[src/rtl/seg7_scan_decoder.sv]
// Receive side of a multiplexed 4-digit seven-segment display. It rebuilds the
// four digit codes from the anode strobes and cathodes, accepting a pattern only after it holds stable.
module seg7_scan_decoder #(
  parameter int unsigned STABLE_CYCLES = 4,
  parameter int unsigned CNT_W         = 8
) (
  input  logic        clock,
  input  logic        reset,
  input  logic [3:0]  AN,
  input  logic [6:0]  C,
  output logic [15:0] digits,
  output logic        frame_valid,
  output logic        seg_err,
  output logic        an_err,
  output logic [3:0]  cap_mask
);

  localparam logic [CNT_W-1:0] CntMax = CNT_W'(STABLE_CYCLES);

  logic [3:0]       an_s_q, an_p_q;
  logic [6:0]       c_s_q, c_p_q;
  logic [CNT_W-1:0] cnt_q, cnt_d;
  logic [15:0]      shadow_q, shadow_d;
  logic [15:0]      digits_q, digits_d;
  logic [3:0]       mask_q, mask_d;
  logic             fv_q, fv_d;
  logic             seg_err_q, seg_err_d;
  logic             an_err_q, an_err_d;

  logic       same, capture, one_hot;
  logic [3:0] an_n;
  logic [4:0] dec;

  // Returns {illegal, code}; an all-dark pattern is a legal blank.
  function automatic logic [4:0] decode(input logic [6:0] c);
    case (c)
      7'b0000001: decode = 5'h00;
      7'b1001111: decode = 5'h01;
      7'b0010010: decode = 5'h02;
      7'b0000110: decode = 5'h03;
      7'b1001100: decode = 5'h04;
      7'b0100100: decode = 5'h05;
      7'b0100000: decode = 5'h06;
      7'b0001111: decode = 5'h07;
      7'b0000000: decode = 5'h08;
      7'b0000100: decode = 5'h09;
      7'b1111111: decode = 5'h0F;
      default:    decode = 5'h1E;
    endcase
  endfunction

  always_comb begin
    same    = ({an_s_q, c_s_q} == {an_p_q, c_p_q});
    an_n    = ~an_s_q;
    one_hot = (an_n != 4'b0000) && ((an_n & (an_n - 4'd1)) == 4'b0000);
    dec     = decode(c_s_q);
    // Fires only on the transition into saturation, so a held pattern captures once.
    capture = same && (cnt_q == CntMax - 1'b1);

    if (!same)               cnt_d = '0;
    else if (cnt_q < CntMax) cnt_d = cnt_q + 1'b1;
    else                     cnt_d = cnt_q;

    shadow_d  = shadow_q;
    seg_err_d = seg_err_q;
    an_err_d  = an_err_q;
    fv_d      = (mask_q == 4'hF);
    digits_d  = fv_d ? shadow_q : digits_q;
    mask_d    = fv_d ? 4'h0 : mask_q;

    if (capture) begin
      if (one_hot) begin
        for (int i = 0; i < 4; i++) begin
          if (an_n[i]) begin
            shadow_d[4*i +: 4] = dec[3:0];
            mask_d[i]          = 1'b1;
          end
        end
        if (dec[4]) seg_err_d = 1'b1;
      end else if (an_n != 4'b0000) begin
        an_err_d = 1'b1;
      end
    end
  end

  always_ff @(posedge clock) begin
    if (reset) begin
      an_s_q    <= 4'hF;
      c_s_q     <= 7'h7F;
      an_p_q    <= 4'hF;
      c_p_q     <= 7'h7F;
      cnt_q     <= '0;
      shadow_q  <= 16'hFFFF;
      digits_q  <= 16'hFFFF;
      mask_q    <= 4'h0;
      fv_q      <= 1'b0;
      seg_err_q <= 1'b0;
      an_err_q  <= 1'b0;
    end else begin
      an_s_q    <= AN;
      c_s_q     <= C;
      an_p_q    <= an_s_q;
      c_p_q     <= c_s_q;
      cnt_q     <= cnt_d;
      shadow_q  <= shadow_d;
      digits_q  <= digits_d;
      mask_q    <= mask_d;
      fv_q      <= fv_d;
      seg_err_q <= seg_err_d;
      an_err_q  <= an_err_d;
    end
  end

  assign digits      = digits_q;
  assign frame_valid = fv_q;
  assign seg_err     = seg_err_q;
  assign an_err      = an_err_q;
  assign cap_mask    = mask_q;

endmodule

[config.mk]
export PLATFORM = sky130hd
export DESIGN_NAME = seg7_scan_decoder
export DESIGN_NICKNAME = d
export VERILOG_FILES = /design/src/rtl/seg7_scan_decoder.sv
export SDC_FILE = /design/constraint.sdc
export NUM_CORES = 1
export LEC_CHECK = 0
export ABC_AREA = 0
export CORE_ASPECT_RATIO = 0.7
export CORE_MARGIN = 2
export CORE_UTILIZATION = 58
export DETAILED_ROUTE_END_ITERATION = 8
export PLACE_DENSITY = 0.83
export SYNTH_ARGS = -nofsm -noshare
export SYNTH_HDL_FRONTEND = slang
export SYNTH_SLANG_ARGS = --single-unit
[constraint.sdc]
create_clock -name clock -period 3.2 [get_ports clock]
set_clock_uncertainty 0.05 [all_clocks]
set_input_delay 0.64 -clock clock [delete_from_list [all_inputs] [get_ports clock]]
set_output_delay 0.64 -clock clock [all_outputs]
set_load 0.02 [all_outputs]
After elaboration in Yosys (flattened, before gate mapping)
Index checks and enable logic that the tools add are counted.
Widths: inputs -> output; s select.
{"block": "classes", "n_addsub": 2, "order_cmp": 1, "eq_ne": 13, "n_mux": 8, "bitwise": 4, "reduce_logical": 12}
{"op": "$pmux 5 s11", "count": 1}
{"op": "$eq 7x7->1 const B", "count": 3}
{"op": "$reduce_and 3->1", "count": 6}
{"op": "$eq 7x3->1 const B", "count": 2}
{"op": "$eq 7x6->1 const B", "count": 2}
{"op": "$mux 4", "count": 3}
{"op": "$eq 11x11->1", "count": 1}
{"op": "$add 8x1->8 const B", "count": 1}
{"op": "$eq 8x2->1 const B", "count": 1}
{"op": "$lt 8x3->1 const B", "count": 1}
{"op": "$eq 7x1->1 const B", "count": 1}
{"op": "$eq 7x4->1 const B", "count": 1}
{"op": "$eq 7x5->1 const B", "count": 1}
{"op": "$logic_not 7->1", "count": 1}
{"op": "$and 4x4->4", "count": 1}
{"op": "$eq 4x4->1 const B", "count": 1}
{"op": "$logic_not 4->1", "count": 1}
{"op": "$mux 1", "count": 4}
{"op": "$not 4->4", "count": 1}
{"op": "$reduce_bool 4->1", "count": 1}
{"op": "$sub 4x1->4 const B", "count": 1}
{"op": "$logic_and 1x1->1", "count": 2}
{"op": "$not 1->1", "count": 2}
{"op": "$reduce_or 2->1", "count": 1}
{"block": "totals", "ff_bits": 69, "output_inout_bits": 23, "wordCells": 54}

Longest topological paths before layout
Gate-level depths: netlist of run 1.
{"block": "depth", "ltp_word": 7, "depth_mapped": 7}

Worst setup path after synthesis of run 1
OpenSTA, ideal clock, no wires.
{"block": "synth_timing", "path_kind": "reg-to-reg", "start": "register c_s_q[4]", "end": "register shadow_q[5]", "setup_ps": 72, "t_arrival_ps": 1653, "t_required_ps": 3078, "path_slack_ps": 1425, "path_stages_with_launch": 8, "path_buffers": 2, "synth_period_minus_slack_ps": 1775, "cell_sequence": "dfxtp_1 buf_2 xnor2_2 nand4_2 nor4_4 and4bb_1 buf_4 mux2i_1"}
{"block": "synth_via", "elab_chain_len": 3, "elab_cells_between_ends": 15, "classes_between": "11 x eq/ne; 1 x mux; 3 x reduce/logical"}
{"element": "start, declared", "line": "21", "source": "logic [6:0] c_s_q, c_p_q;"}
{"element": "start signal, assigned", "line": "89", "source": "c_s_q <= 7'h7F;"}
{"element": "start signal, assigned", "line": "101", "source": "c_s_q <= C;"}
{"element": "parallel branches: the longest is 3 deep, another holds $pmux 5 s11"}
{"element": "end signal, assigned", "line": "105", "source": "shadow_q <= shadow_d;"}
{"element": "end, declared", "line": "23", "source": "logic [15:0] shadow_q, shadow_d;"}
Several ways; the timed one is not identified.
A chain may end at the register's enable or synchronous reset.

Final worst setup path of run 1
{"block": "layout_timing", "start": "register c_s_q[0]", "end": "register shadow_q[3]"}
Same word-level chain as after synthesis.

==> results of run 1 <==
## cells by family after synthesis
kind of cell | share of synthesized area [%]
buf+inv | 4.40
xor+xnor | 5.21
mux | 5.75
flops | 49.6
simple gates | 30.4
fa+ha+maj | 0.449
compound gates | 4.13
## cells in the mapped netlist (2+ instances only)
master	count
or3_1	4
a21oi_1	8
nand2_1	42
mux2i_1	16
dfxtp_1	69
or2_2	23
nor3_2	2
nand3b_1	17
a21boi_0	2
nand4_1	4
inv_1	3
nor3_1	2
buf_2	8
nor4_1	3
clkbuf_1	12
xnor2_1	10
o21ai_0	2
nand3_1	5
nor2_1	22
a31oi_1	2
or3b_2	2
and4_1	2
nand4_2	2
and2_1	7
buf_4	2
nor2b_1	2
nor4b_1	2
xnor2_2	3
## metrics by stage
stage | worst slack (ps) | hold slack (ps) | instance area (um2) | total power, mW | utilization (%)
2_1_floorplan | 1430 | 381 | 2780 | 0.977 | -
4_1_cts | 1060 | 416 | 3370 | 1.80 | 71.7
3_3_place_gp | 892 | 393 | 3140 | 1.00 | 66.7
5_1_grt | 907 | 428 | 3370 | 1.84 | 71.7
3_5_place_dp | 891 | 398 | 3140 | 1.00 | 66.7
6_report | 1040 | 414 | 3370 | 1.79 | 71.7
## sequential cells by signal (all words and copies together) (netlist names)
| name | cells |
|---|---|
| an_s_q | 4 |
| cap_mask | 4 |
| c_p_q | 7 |
| c_s_q | 7 |
| digits | 16 |
| shadow_q | 16 |
| seg_err | 1 |
| an_p_q | 4 |
| cnt_q | 8 |
| frame_valid | 1 |
| an_err | 1 |
## how the worst min path moves through the flow
| stage | from | end | slack [ps] | cells after the start |
|---|---|---|---|---|
| after floorplan | cnt_q[5]$_SDFFE_PP0N_ | cnt_q[5]$_SDFFE_PP0N_ | 380 | 1 |
| after global placement | cnt_q[5]$_SDFFE_PP0N_ | cnt_q[5]$_SDFFE_PP0N_ | 390 | 1 |
| after detailed placement | cnt_q[5]$_SDFFE_PP0N_ | cnt_q[5]$_SDFFE_PP0N_ | 400 | 1 |
| after CTS | cnt_q[5]$_SDFFE_PP0N_ | cnt_q[5]$_SDFFE_PP0N_ | 420 | 1 |
| after global routing | cnt_q[6]$_SDFFE_PP0N_ | cnt_q[6]$_SDFFE_PP0N_ | 430 | 1 |
| final | cnt_q[5]$_SDFFE_PP0N_ | cnt_q[5]$_SDFFE_PP0N_ | 410 | 1 |
## cell type report
cell class,count,area (um2),share of cell area [%]
Clock buffer,11,151,4.49
Clock inverter,5,81.3,2.41
Inverter,3,11.3,0.334
Multi-Input combinational cell,196,1280,38.0
Sequential cell,69,1380,41.0
Tap cell,57,71.3,2.12
Timing Repair Buffer,41,395,11.7
## per-layer routing
layer	track usage (%)	wire length [um]	part of all wire [%]
met1	27.3	2520	49
met2	30.5	2280	44
met3	7.13	269	5.2
met4	9.60	95	1.8
met5	0	0	0
## power groups by stage
| stage | sequential [mW] | clock [mW] | combinational, mW |
|---|---|---|---|
| finish | 0.893 | 0.805 | 0.0912 |
| CTS | 0.893 | 0.818 | 0.0913 |
| global placement | 0.912 | 0 | 0.0896 |
| detailed placement | 0.913 | 0 | 0.0909 |
| floorplan | 0.896 | 0 | 0.0808 |
| global route | 0.895 | 0.847 | 0.100 |
## worst reg2reg max path, cell delays in order, from the launching register on
cell and delay (ps):
dfxtp_1 470, or3b_2 490, a211oi_2 250, nor3_1 80
nor3_1 480, mux2i_1 190
==> results.py, run 1 <==
metrics = {
    "outcome": {
        "status": "completed",
    },
    "synthesis": {
        "synth_edf_count": 0,
        "synthArstFlopShare_pct": 0,
        "synth_flop_cell": "dfxtp_1",
        "synth_nets": 305,
        "synth_area_leader_cell": "dfxtp_1",
        "synthDistinctLibCells": 41,
        "synth-seq-cells": 69,
        "ys_warn_count": 0,
        "synth_area_leaders": "dfxtp_1 (50%), mux2i_1 (5.8%), nand2_1 (5.7%)",
        "yosysSeqAreaShare_pct": 49.6,
        "syn_area_um2": 2780,
        "syn_area_per_cell_um2": 9.57,
        "yosysTopAreaCellShare_pct": 49.6,
        "synthCells": 291,
    },
    "timing": {
        "fmax_mhz": 463,
        "tns_ps": 0,
        "setup_violations": 0,
        "rsz0062_at_grt": "no",
        "slew_viol_final": 0,
        "finalHoldViolCount": 0,
        "finalCritPeriodShare_pct": 67.5,
        "slew-limit-headroom_pct": 48.1,
        "tightest_slew_ps": 771,
        "fin_crit_ps": 2160,
    },
    "final_layout": {
        "fillerInstances": 360,
        "final_cell_mix": "dfxtp_1 (69), nand2_1 (42), clkdlybuf4s50_1 (35)",
        "final_common_cell": "dfxtp_1",
        "synthToLayoutAreaGrowth_pct": 21.1,
        "diodes": 0,
        "drive_gt1_share_pct": 17.8,
        "fin_cells": 382,
        "final_nets": 334,
    },
    "worst_setup_path": {
        "crit_chain": "or3b_2, a211oi_2, nor3_1, nor3_1, mux2i_1",
        "worstPathArrival_ps": 2300,
        "cp_num_buf_inv": 0,
        "rr_endpoint": "shadow_q[3]$_SDFFE_PP1P_",
        "cp_num_cells": 5,
        "worstRegToRegCells": 5,
        "cp_top_family": "simple AND/OR/NAND/NOR gates",
        "critPathMaxStageDelay_ps": 490,
        "path_class": "register to register",
        "cpMostUsedCell": "nor3_1",
        "r2r-start": "c_s_q[0]$_SDFF_PP1_",
        "cp_max_fo": 8,
        "worst_setup_path_start_kind": "register",
        "worstSetupStartpoint": "c_s_q[0]$_SDFF_PP1_",
        "critPathSlowestCell": "or3b_2",
        "worst_setup_path_end_kind": "register",
        "worst-r2r-setup-slack_ps": 1040,
        "crit_end": "shadow_q[3]$_SDFFE_PP1P_",
        "crit_required_ps": 3340,
    },
    "clocking": {
        "cts_tree": "yes",
        "cts_max_path_buffers": 2,
        "cts.clk_slew.worst_paths_ps": 70,
        "insertion_delay_ps": 350,
        "cts.repair.resized": 0,
        "clock_sinks": 69,
        "cts_max_level": 3,
        "numCtsBuffers": 9,
        "post_cts_buffers": 0,
        "root_buffer": "clkbuf_8",
        "hold_buffers": 0,
    },
    "placement": {
        "place_congestion": 0.828,
        "portBuffers": 35,
        "place_hpwl_mm": 3.66,
        "post-place-cells": 366,
    },
    "grt": {
        "gr-total-overflow": 0,
        "antenna_found_initial": 0,
        "grtUsageTotal_pct": 20.5,
        "grt_max_degree": 27,
        "grt_pass1_wl_mm": 8.27,
        "first_global_vias": 1817,
    },
    "flow_run": {
        "maxCapViolations": 0,
    },
    "drt": {
        "drc": 0,
        "viasPerCell": 5.33,
        "postRouteAntennaNets": 0,
        "drt_wl_total_mm": 5.17,
        "via_count": 2035,
        "dr.pass1.iters": 4,
        "wl_per_cell_um": 13.5,
        "drtIter0Drc": 104,
    },
    "floorplanning": {
        "pin_count": 36,
        "die_h_um": 62.0,
        "coreArea_um2": 4700,
        "rows": 21,
        "start_util_pct": 59.2,
        "fp.dieW_um": 86.8,
        "die_area_um2": 5380,
    },
    "hold_path": {
        "worstHoldPathType": "register to register",
    },
    "pwr": {
        "seq_power_share_pct": 49.9,
        "intPower_mw": 1.41,
        "pwr-share-clk_pct": 45.0,
        "sw_frac_of_total_pct": 21.4,
        "power_frac_comb_pct": 5.1,
        "switchingPower_uw": 384,
        "max-vdd-ir-drop_mv": 0.302,
        "power_density_nw_per_um2": 531,
        "leakagePower_nw": 1.40,
    },
}
(Power assumes the default switching activity.)
==> run 2: changes to the inputs <==
--- a/config.mk
+++ b/config.mk
@@ -8,9 +8,9 @@
 export ABC_AREA = 0
 export CORE_ASPECT_RATIO = 0.7
 export CORE_MARGIN = 2
-export CORE_UTILIZATION = 58
+export CORE_UTILIZATION = 54
 export DETAILED_ROUTE_END_ITERATION = 8
-export PLACE_DENSITY = 0.83
+export PLACE_DENSITY = 0.78
 export SYNTH_ARGS = -nofsm -noshare
 export SYNTH_HDL_FRONTEND = slang
 export SYNTH_SLANG_ARGS = --single-unit
==> constraint.sdc (replaced) <==
create_clock -name clock -period 2 [get_ports clock]
set_clock_uncertainty 0.05 [all_clocks]
set_input_delay 0.4 -clock clock [delete_from_list [all_inputs] [get_ports clock]]
set_output_delay 0.4 -clock clock [all_outputs]
set_load 0.02 [all_outputs]
==> run 2 against run 1 <==
  * Clock power rose by 25%
  * Clock-buffer cell count rose by 2
  * Global-route usage fell by 0.52 points
  * Critical path type unchanged
  * Combinational power rose by 100%
  * Die area rose by 7.0%
  * Flip-flop and latch count did not move
  * Highest routed layer unchanged
  * Fmax rose by 15%
  * Critical endpoint is now shadow_q[6]$_SDFFE_PP1P_
  * Total power rose by 46%
  * Core utilization rose by 0.43 points
==> results.py, run 2 (same netlist as run 1, synthesis figures left out) <==
metrics = {
    "placement": {
        "portBuffers": 35,
        "place_hpwl_mm": 3.54,
        "place_congestion": 0.794,
    },
    "final_layout": {
        "final_common_cell": "dfxtp_1",
        "final_nets": 344,
        "final_cell_mix": "dfxtp_1 (66), nand2_1 (42), clkdlybuf4s50_1 (35)",
        "drive_gt1_share_pct": 22.7,
        "synthToLayoutAreaGrowth_pct": 25.9,
        "fillerInstances": 378,
        "diodes": 0,
    },
    "drt": {
        "dr.pass1.iters": 4,
        "drtIter0Drc": 84,
        "drt_wl_total_mm": 5.24,
        "via_count": 2037,
        "drc": 0,
        "viasPerCell": 5.04,
        "postRouteAntennaNets": 0,
        "wl_per_cell_um": 13.0,
    },
    "worst_setup_path": {
        "worstRegToRegCells": 5,
        "crit_required_ps": 2220,
        "cp_max_fo": 5,
        "worstPathArrival_ps": 2100,
        "critPathSlowestCell": "and4bb_2",
        "cpMostUsedCell": "nor4_4",
        "worst_setup_path_end_kind": "register",
        "crit_chain": "nor4_4, nand3_2, nor4_4, and4bb_2, mux2i_1",
        "worst_setup_path_start_kind": "register",
        "critPathMaxStageDelay_ps": 400,
        "path_class": "register to register",
    },
    "grt": {
        "grt_max_degree": 42,
        "grt_pass1_wl_mm": 9.15,
        "grtUsageTotal_pct": 20.0,
        "antenna_found_initial": 0,
        "first_global_vias": 1954,
        "gr-total-overflow": 0,
    },
    "clocking": {
        "cts.clk_slew.worst_paths_ps": 70,
        "cts_max_path_buffers": 2,
        "cts_max_level": 3,
        "hold_buffers": 0,
        "clock_sinks": 69,
        "cts_tree": "yes",
        "insertion_delay_ps": 340,
        "root_buffer": "clkbuf_8",
        "post_cts_buffers": 0,
        "numCtsBuffers": 9,
    },
    "pwr": {
        "leakagePower_nw": 1.42,
        "power_density_nw_per_um2": 744,
        "totalPowerFinal_mw": 2.61,
        "max-vdd-ir-drop_mv": 0.487,
    },
    "floorplanning": {
        "die_h_um": 64.1,
        "pin_count": 36,
        "coreArea_um2": 4860,
        "rows": 21,
        "fp.dieW_um": 89.8,
        "start_util_pct": 57.3,
        "die_area_um2": 5760,
    },
    "timing": {
        "finalHoldViolCount": 0,
        "tightest_slew_ps": 574,
        "setup_violations": 0,
        "slew_viol_final": 0,
        "slew-limit-headroom_pct": 61.7,
        "fmax_mhz": 534,
        "tns_ps": 0,
        "fin_crit_ps": 1870,
        "finalCritPeriodShare_pct": 93.7,
        "rsz0062_at_grt": "no",
    },
    "flow_run": {
        "maxCapViolations": 0,
    },
    "hold_path": {
        "hold_path_depth": 1,
        "worstHoldPathType": "register to register",
    },
    "outcome": {
        "status": "completed",
    },
}
## run 2: final timing paths
check | startpoint | to | slack [ps]
worst min-delay path | cnt_q[6]$_SDFFE_PP0N_ | cnt_q[6]$_SDFFE_PP0N_ | 410
worst min register to register | cnt_q[6]$_SDFFE_PP0N_ | cnt_q[6]$_SDFFE_PP0N_ | 410
worst max-delay path | cnt_q[7]$_SDFFE_PP0N_ | shadow_q[6]$_SDFFE_PP1P_ | 130
worst max register to register | cnt_q[7]$_SDFFE_PP0N_ | shadow_q[6]$_SDFFE_PP1P_ | 130
## run 2: where the power goes
part / internal [mW] / switching [mW]
Clock: 0.516 / 0.492
Sequential: 1.40 / 0.0190
Combinational: 0.0991 / 0.0855
Total: 2.01 / 0.596
## run 2: repair_timing
item                                    4_1_cts  5_1_grt
pin swaps                                     1        5
endpoints found under the setup margin        5       15
gates resized for setup                       1       16
cloned                                        0        0
## run 2: per-stage QoR
step | util (%) | hold WS (ps) | area [um2] | instances | setup slack [ps]
after detailed placement | 66.7 | 400 | 3240 | 388 | -8.71
after floorplan | - | 381 | 2780 | 291 | 225
after global routing | 72.1 | 447 | 3510 | 404 | 5.78
after CTS | 70.4 | 417 | 3420 | 404 | 8.66
final | 72.1 | 413 | 3510 | 404 | 126
after global placement | 66.7 | 395 | 3240 | 388 | 53.1
## run 2: cell type report
type | instances | area [um2] | area share, %
tap | 69 | 86.3 | 2.46
clock buffer | 13 | 159 | 4.53
timing repair buffer | 51 | 483 | 13.8
sequential | 69 | 1390 | 39.5
inverter | 3 | 11.3 | 0.321
clock inverter | 3 | 20.0 | 0.571
multi-input combinational | 196 | 1360 | 38.8
## run 2: per-layer routing
metal  wire (um)  part of all wire, %  GRT usage (%)
met1        2690                   51           27.0
met2        2270                   43           29.9
met5           0                    0              0
met4          40                 0.76           8.08
met3         243                  4.6           6.49
## run 2: critical path: cells and delay by family (launching register included)
family | cells | cell delay (ps)
simple gates | 4 | 1220
flops | 1 | 330
mux | 1 | 200
